`config.mk`:
```
export PLATFORM = sky130hd
export DESIGN_NAME = pc_sequencer
export DESIGN_NICKNAME = d
export VERILOG_FILES = /design/src/rtl/pc_sequencer.sv
export SDC_FILE = /design/constraint.sdc
export NUM_CORES = 1
export LEC_CHECK = 0
export CAP_MARGIN = 20
export CORE_ASPECT_RATIO = 0.5
export CORE_MARGIN = 2
export CORE_UTILIZATION = 50
export CTS_BUF_LIST = sky130_fd_sc_hd__clkbuf_16
export DETAILED_ROUTE_END_ITERATION = 10
export DONT_BUFFER_PORTS = 1
export GPL_ROUTABILITY_DRIVEN = 0
export PLACE_DENSITY = 0.68
export RECOVER_POWER = 100
export SLEW_MARGIN = 10
export SYNTH_ARGS = -nofsm -noshare
export SYNTH_HDL_FRONTEND = slang
export SYNTH_SLANG_ARGS = --single-unit
```
`constraint.sdc`:
```
create_clock -name clk -period 3.6 [get_ports clk]
set_input_delay 0.72 -clock clk [delete_from_list [all_inputs] [get_ports clk]]
set_output_delay 0.72 -clock clk [all_outputs]
set_load 0.01 [all_outputs]
```
`src/rtl/pc_sequencer.sv`:
```
// pc_sequencer: fetch-stage program counter with a run/halt FSM and a
// runtime-writable 16-entry branch-target table. The next PC is chosen each
// RUN cycle from halt/stall hold, an absolute table target, a PC-relative
// table offset, or a plain increment.
module pc_sequencer #(
  parameter int D = 10
) (
  input  logic         clk,
  input  logic         rst_n,
  input  logic         start,
  input  logic         stall,
  input  logic         halt,
  input  logic         br_en,
  input  logic         br_abs,
  input  logic [3:0]   br_idx,
  input  logic         cfg_we,
  input  logic [3:0]   cfg_addr,
  input  logic [D-1:0] cfg_data,
  output logic [D-1:0] pc,
  output logic         running,
  output logic         done,
  output logic [15:0]  retired
);

  localparam int TBL_N = 16;

  typedef enum logic [1:0] {
    S_IDLE = 2'd0,
    S_RUN  = 2'd1,
    S_HALT = 2'd2
  } state_e;

  // Power-on branch-target table contents.
  function automatic logic [D-1:0] tbl_rst_val(input int idx);
    logic [D-1:0] v;
    case (idx)
      1:       v = D'(10);
      2:       v = D'(45);
      3:       v = D'(103);
      4:       v = D'(76);
      5:       v = D'(91);
      6:       v = D'(84);
      7:       v = D'(101);
      8:       v = D'(1);
      9:       v = D'(18);
      default: v = '0;
    endcase
    return v;
  endfunction

  state_e         state_q, state_d;
  logic [D-1:0]   pc_q, pc_d;
  logic [15:0]    retired_q, retired_d;
  logic [D-1:0]   tbl_q [TBL_N];
  logic [D-1:0]   tbl_d [TBL_N];

  // Branch operand comes from the current (pre-write) table contents, so a
  // same-cycle write to the branched index only shows up next cycle.
  logic [D-1:0]   br_entry;
  assign br_entry = tbl_q[br_idx];

  // Next-state, next-PC and retired-count decision.
  always_comb begin
    state_d   = state_q;
    pc_d      = pc_q;
    retired_d = retired_q;
    unique case (state_q)
      S_IDLE: begin
        pc_d = '0;
        if (start) state_d = S_RUN;
      end
      S_RUN: begin
        if (halt) begin
          state_d = S_HALT;
        end else if (stall) begin
          pc_d = pc_q;
        end else begin
          if (br_en && br_abs)  pc_d = br_entry;
          else if (br_en)       pc_d = pc_q + br_entry;  // carry dropped
          else                  pc_d = pc_q + D'(1);
          retired_d = retired_q + 16'd1;                 // wraps at 2^16
        end
      end
      S_HALT: begin
        if (start) begin
          state_d   = S_RUN;
          pc_d      = '0;
          retired_d = '0;
        end
      end
      default: begin
        state_d   = S_IDLE;
        pc_d      = '0;
        retired_d = '0;
      end
    endcase
  end

  // Table write port: accepted in every state, independent of stall/halt.
  always_comb begin
    for (int i = 0; i < TBL_N; i++) tbl_d[i] = tbl_q[i];
    if (cfg_we) tbl_d[cfg_addr] = cfg_data;
  end

  // Control/PC registers.
  always_ff @(posedge clk or negedge rst_n) begin
    if (!rst_n) begin
      state_q   <= S_IDLE;
      pc_q      <= '0;
      retired_q <= '0;
    end else begin
      state_q   <= state_d;
      pc_q      <= pc_d;
      retired_q <= retired_d;
    end
  end

  // Branch-target table registers; reset restores the power-on contents.
  always_ff @(posedge clk or negedge rst_n) begin
    if (!rst_n) begin
      for (int i = 0; i < TBL_N; i++) tbl_q[i] <= tbl_rst_val(i);
    end else begin
      for (int i = 0; i < TBL_N; i++) tbl_q[i] <= tbl_d[i];
    end
  end

  assign pc      = pc_q;
  assign running = (state_q == S_RUN);
  assign done    = (state_q == S_HALT);
  assign retired = retired_q;

endmodule

```
Word level (Yosys, flattened, before mapping):

Index checks and enable logic that the tools add are counted.

* add/subtract/negate cells: 3
* $lt $le $gt $ge: 3
* equal/unequal tests: 7
* muxes and demuxes: 19
* bitwise gates (word level): 3
* reductions and logical operators: 7

Operator list (count)
* $bwmux W160: 1
* $mux W10: 8
* $mux W16: 3
* $pmux W16 S3: 1
* $bmux W10 S4: 1
* $demux W10 S4: 1
* $pmux W10 S2: 1
* $add A16 B1 Y16 const B: 1
* $add A10 B1 Y10 const B: 1
* $add A10 B10 Y10: 1
* $ge A5 B5 Y1 const B: 2
* $not A4 Y5: 2
* $ne A2 B2 Y1 const B: 4
* $lt A5 B1 Y1 const B: 1
* $mux W2: 2
* $pmux W2 S2: 1
* $reduce_and A4 Y1: 1
* $reduce_and A3 Y1: 1
* $eq A2 B1 Y1 const B: 1
* $eq A2 B2 Y1 const B: 1
* $logic_and A1 B1 Y1: 2
* $logic_not A2 Y1: 1
* $ne A2 B1 Y1 const B: 1
* $reduce_and A2 Y1: 1
* other kinds (2): 2

* flip-flop bits (word level): 188
* input port bits: 26
* output and inout port bits: 28

Logic depth before layout (Yosys ltp):

* depth after elaboration: 10
* mapped depth: 14

Worst setup path after synthesis:

Ideal clock, no wire load.

* path kind: input-to-reg
* start point: input br_idx[1]
* end point: register pc_q[8] (netlist: pc[8])
* setup time: 0.127 ns
* data arrival time: 3.896 ns
* required time: 3.473 ns
* path slack: -0.423 ns
* stages on the path: 14
* path buffers: 2
* path through: clkbuf_2 > buf_1 > mux4_2 > mux4_2 > nand2b_1 > ha_1 > fa_1 > a21o_1 > a21oi_1 > nor2b_1 > o21a_1 > o41a_1 > xnor2_1 > o21ai_1

* word-level cells in the longest chain between the ends: 10

RTL lines
* start: declaration: RTL line 15 `input logic [3:0] br_idx,`
* $not A4 Y5 (implied by the code) (*): RTL line 60 `assign br_entry = tbl_q[br_idx];`
* $bmux W10 S4 (*): RTL line 60
* $mux W10 (implied by the code) (*) (2 in a row): RTL line 60
* $add A10 B10 Y10: RTL line 79 `else if (br_en) pc_d = pc_q + br_entry;`
* $mux W10: RTL line 79
* $mux W10 (*): RTL line 78 `if (br_en && br_abs) pc_d = br_entry;`
* $mux W10 (*): RTL line 75 `end else if (stall) begin`
* $mux W10 (*): RTL line 73 `if (halt) begin`
* $pmux W10 S2 (*): RTL line 67 `unique case (state_q)`
* end signal: assignment: RTL line 113 `pc_q <= pc_d;`
* end: declaration: RTL line 52 `logic [D-1:0] pc_q, pc_d;`

Every way passes the cells marked *; elsewhere a longest branch is shown, timed or not. The select of a mux whose other input is x is not followed.
A chain may end at the register's enable or synchronous reset.

Worst setup path after layout:

* start point: register tbl_q[0] (netlist bit)
* end point: register pc_q[8] (netlist: pc[8])

* word-level cells in the longest chain between the ends: 9

RTL lines
* start: declaration: RTL line 54 `logic [D-1:0] tbl_q [TBL_N];`
* $bmux W10 S4: RTL line 60
* $mux W10 (implied by the code) (2 in a row): RTL line 60
* $add A10 B10 Y10: RTL line 79
* $mux W10: RTL line 79
* $mux W10: RTL line 78
* $mux W10: RTL line 75
* $mux W10: RTL line 73
* $pmux W10 S2: RTL line 67

No other way between the ends. The select of a mux whose other input is x is not followed.

==> reports/summary.md <==
- 0.5254 — sequential area share after synthesis
- 0.009226 mm² — cell area reported after detailed placement
- 520 ps — crit-path max cell delay
- 8.223% — synth-to-layout area growth
- 3700 ps — data arrival at the endpoint of the critical path
- 641 — Post-layout nets
- 9.602 ps — clock skew after layout
- 3910 ps — Critical Path RT
- 0 — Synth warnings
- 0 — Post-CTS Repair Setup Buffers
- 43 — number of library cell types mapped by synthesis
- 0 — DRC
- sky130_fd_sc_hd__dfrtp_1 — main flop type after synthesis
- 1.000 — FFs w/ async S/R, synth
- finished, violations left — outcome
- sky130_fd_sc_hd__mux4_2 — slowest stage cell on the critical path
- input pin to async pin — class of the tightest hold or removal check
- 188 — register bit count reported by yosys
- 189 — largest net degree at the start of global routing
- 0.009022 mm² — Netlist Area Pre-Place
- 0 — initial antenna violation count
- 0.009764 mm² — total non-filler cell area in the finished layout
- tbl_q[0] — startpoint of the most critical register-to-register path
- 0 — final hold violation count
- 0 — sum of overflow across all layers after global routing
- flop to flop — critical path type
- -0.7986 — worst rel slew slack
- sky130_fd_sc_hd__mux4_2 — cell mode on critical path
- 2698 ps — transition at the pin with the smallest max-transition slack
- 582.1 mW/mm² — P per Cell Area
- 4 — H-Tree Depth
- 604 — count of mapped cells out of synthesis
- flop — Critical Path Start Type
- 0.2953 GHz — Fmax
- 0 — number of port buffers
- 80 ps — CTS clock-pin slew for the worst setup and hold paths
- 0 — number of flops mapped to enable cells by yosys
- 194.0 µm — width of the die
- 12 — count of cells along the worst register-to-register path
- sky130_fd_sc_hd__clkbuf_16 — clock root buffer
- 4.210 nW — leakage power figure
- 2 — largest fanout on the critical path
- 0.9407 — Tcrit/Tclk final
- 0 — final setup fails
- 23.08 µm — WL per Instance
- sky130_fd_sc_hd__mux2_2 — count leader, synth
- 0 — Antenna Nets Post-Route
- 851 — fin cells
- 0 ps — Final TNS setup
- sky130_fd_sc_hd__dfrtp_1 — library cell with the largest summed area after synthesis
- 2 — number of buffers between clock root and the deepest sink
- 4 — number of search-and-repair iterations in the first detailed-routing pass
- 0.3273 mV — IR drop worst, VDD
- 34 — Site Rows
- pc[8] — reg2reg end
- 817 — Placed Cells
- 6.043 — post-DR vias/cell
- 30440 µm — wire length of the first global-routing pass
- 3 — count of maximum capacitance violations
- 0.4410 — post-synth top area share
- 161 — Max Slew Vio Count
- 14.94 µm² — Mapped Avg Cell Area
- 641 — number of nets produced by synthesis
- 0.2114 — GRT Total Usage
- flop — nature of the critical path endpoint
- mux4_2 -> mux4_2 -> nand2b_1 -> ha_1 -> fa_2 -> a21o_1 -> a21oi_2 -> nor2b_1 -> o21a_1 -> o41a_1 -> xnor2_1 -> o21ai_1 — cells traversed along the worst timing path
- -134.2 ps — setup slack after placement
- 430 ps — insertion delay to the later sink of the worst-skew pair
- 0.01753 mm² — area of the core
- 19640 µm — final routed wirelength across all metal layers
- capacitance limit, slew limit — violations in the final reports
- 5289 — number of global-route vias before repair
- 0 — diode insertion count for antenna repair
- 5143 — total number of vias
- 17 — number of buffers created by CTS
- 98.99 µm — vertical die dimension
- 0 — post-cts repair resize count
- 3386 ps — minimum period implied by the final worst setup slack
- sky130_fd_sc_hd__dfrtp_1, sky130_fd_sc_hd__mux2_2, sky130_fd_sc_hd__dfstp_2, sky130_fd_sc_hd__mux4_2, sky130_fd_sc_hd__mux4_1 — Area contributors post-synth
- 1388 — Fill cells
- 12210 µm — half-perimeter wire length after placement
- 0 — number of buffers and inverters on the critical path
- 0.5148 — starting density of the core
- 54 — number of top-level design ports
- 210 ps — R2R Setup Slk
- no — unrepaired setup endpoints after global routing
- multiplexers — cell class contributing the biggest share of worst-path delay
- 188 — sink count of the clock tree
- yes — CTS tree
- 0.4100 — ratio of cells with drive above 1 in the final layout
- 213.6 ps — final setup margin
- 0.01920 mm² — Die ar.
- 0.005684 W — total power of the final layout
- sky130_fd_sc_hd__mux2_2, sky130_fd_sc_hd__dfrtp_1, sky130_fd_sc_hd__nor2_1, sky130_fd_sc_hd__dfstp_2, sky130_fd_sc_hd__mux4_2 — list of most frequent post-synthesis cells
- 270 — Initial DRC Count
## cells in the final DEF (no fill, tap or decap), types with 4 or more instances in the layout
cell type,instances
sky130_fd_sc_hd__clkbuf_16,17
sky130_fd_sc_hd__a21oi_1,5
sky130_fd_sc_hd__mux2i_1,9
sky130_fd_sc_hd__nand4_1,4
sky130_fd_sc_hd__or3_1,4
sky130_fd_sc_hd__dfstp_2,29
sky130_fd_sc_hd__nor2_1,33
sky130_fd_sc_hd__o21ai_1,7
sky130_fd_sc_hd__mux4_2,29
sky130_fd_sc_hd__o21ai_0,5
sky130_fd_sc_hd__nand3_1,6
sky130_fd_sc_hd__dfrtp_1,159
sky130_fd_sc_hd__xnor2_1,7
sky130_fd_sc_hd__ha_1,10
sky130_fd_sc_hd__nand3b_1,4
sky130_fd_sc_hd__nand2_1,24
sky130_fd_sc_hd__mux4_1,20
sky130_fd_sc_hd__clkbuf_1,11
sky130_fd_sc_hd__inv_8,4
sky130_fd_sc_hd__xor2_1,15
sky130_fd_sc_hd__mux2_2,160
sky130_fd_sc_hd__and2_1,7
sky130_fd_sc_hd__inv_1,6
## state kept, by name, indices dropped and copies added, names as in the netlist
name,count
retired,16
pc,10
tbl_q,160
state_q,2
## where the power goes
part	switching [W]	internal, W	leakage (nW)
Sequential	0.000246	0.00261	2.29
Clock	0.000905	0.000927	0.290
Combinational	0.000367	0.000627	1.63
Total	0.00152	0.00417	4.21
## layout make-up
cell class	count	area (µm²)	share of cell area
flip-flops and latches	188	4741	0.4855
multi-input cells	380	4085	0.4184
repair buffers	12	46.29	0.004741
well taps	234	292.8	0.02998
clock inverters	15	155.1	0.01589
inverters	5	18.77	0.001922
clock buffers	17	425.4	0.04357
## worst max-delay path by stage
stage	cells after the start	to	start	slack, ps
2_1_floorplan	14	pc[8]	br_idx[0]	-190
3_3_place_gp	12	pc[8]	br_idx[0]	-100
3_5_place_dp	12	pc[8]	br_idx[0]	-130
4_1_cts	12	pc[8]	tbl_q[0]	240
5_1_grt	12	pc[8]	tbl_q[0]	50
6_report	12	pc[8]	tbl_q[0]	210
## logic make-up after synthesis
logic type	count (synthesis)	share of synthesized area
muxes	218	0.3403
DFF	188	0.5254
and+or+nand+nor	96	0.05117
buffers and inverters	36	0.02247
AOI/OAI and AO/OA	33	0.02316
xor gates and xnor gates	22	0.02136
adders and majority gates	11	0.01609
## metal layers
layer | routed length (µm) | vias up | global-route usage
met2 | 9214 | 125 | 0.3342
met5 | 0 | - | 0
met3 | 1333 | 19 | 0.06400
met1 | 8914 | 2741 | 0.2929
met4 | 174 | 0 | 0.04429
li1 | - | 2258 | -
## through the flow
stage          utilization  hold slack, ps
2_1_floorplan            -           424.4
3_3_place_gp        0.5264           433.0
5_1_grt             0.5571           110.7
4_1_cts             0.5595          -29.34
3_5_place_dp        0.5264           431.4
6_report            0.5571           143.5
No activity file was read; power rests on OpenSTA's default activity.
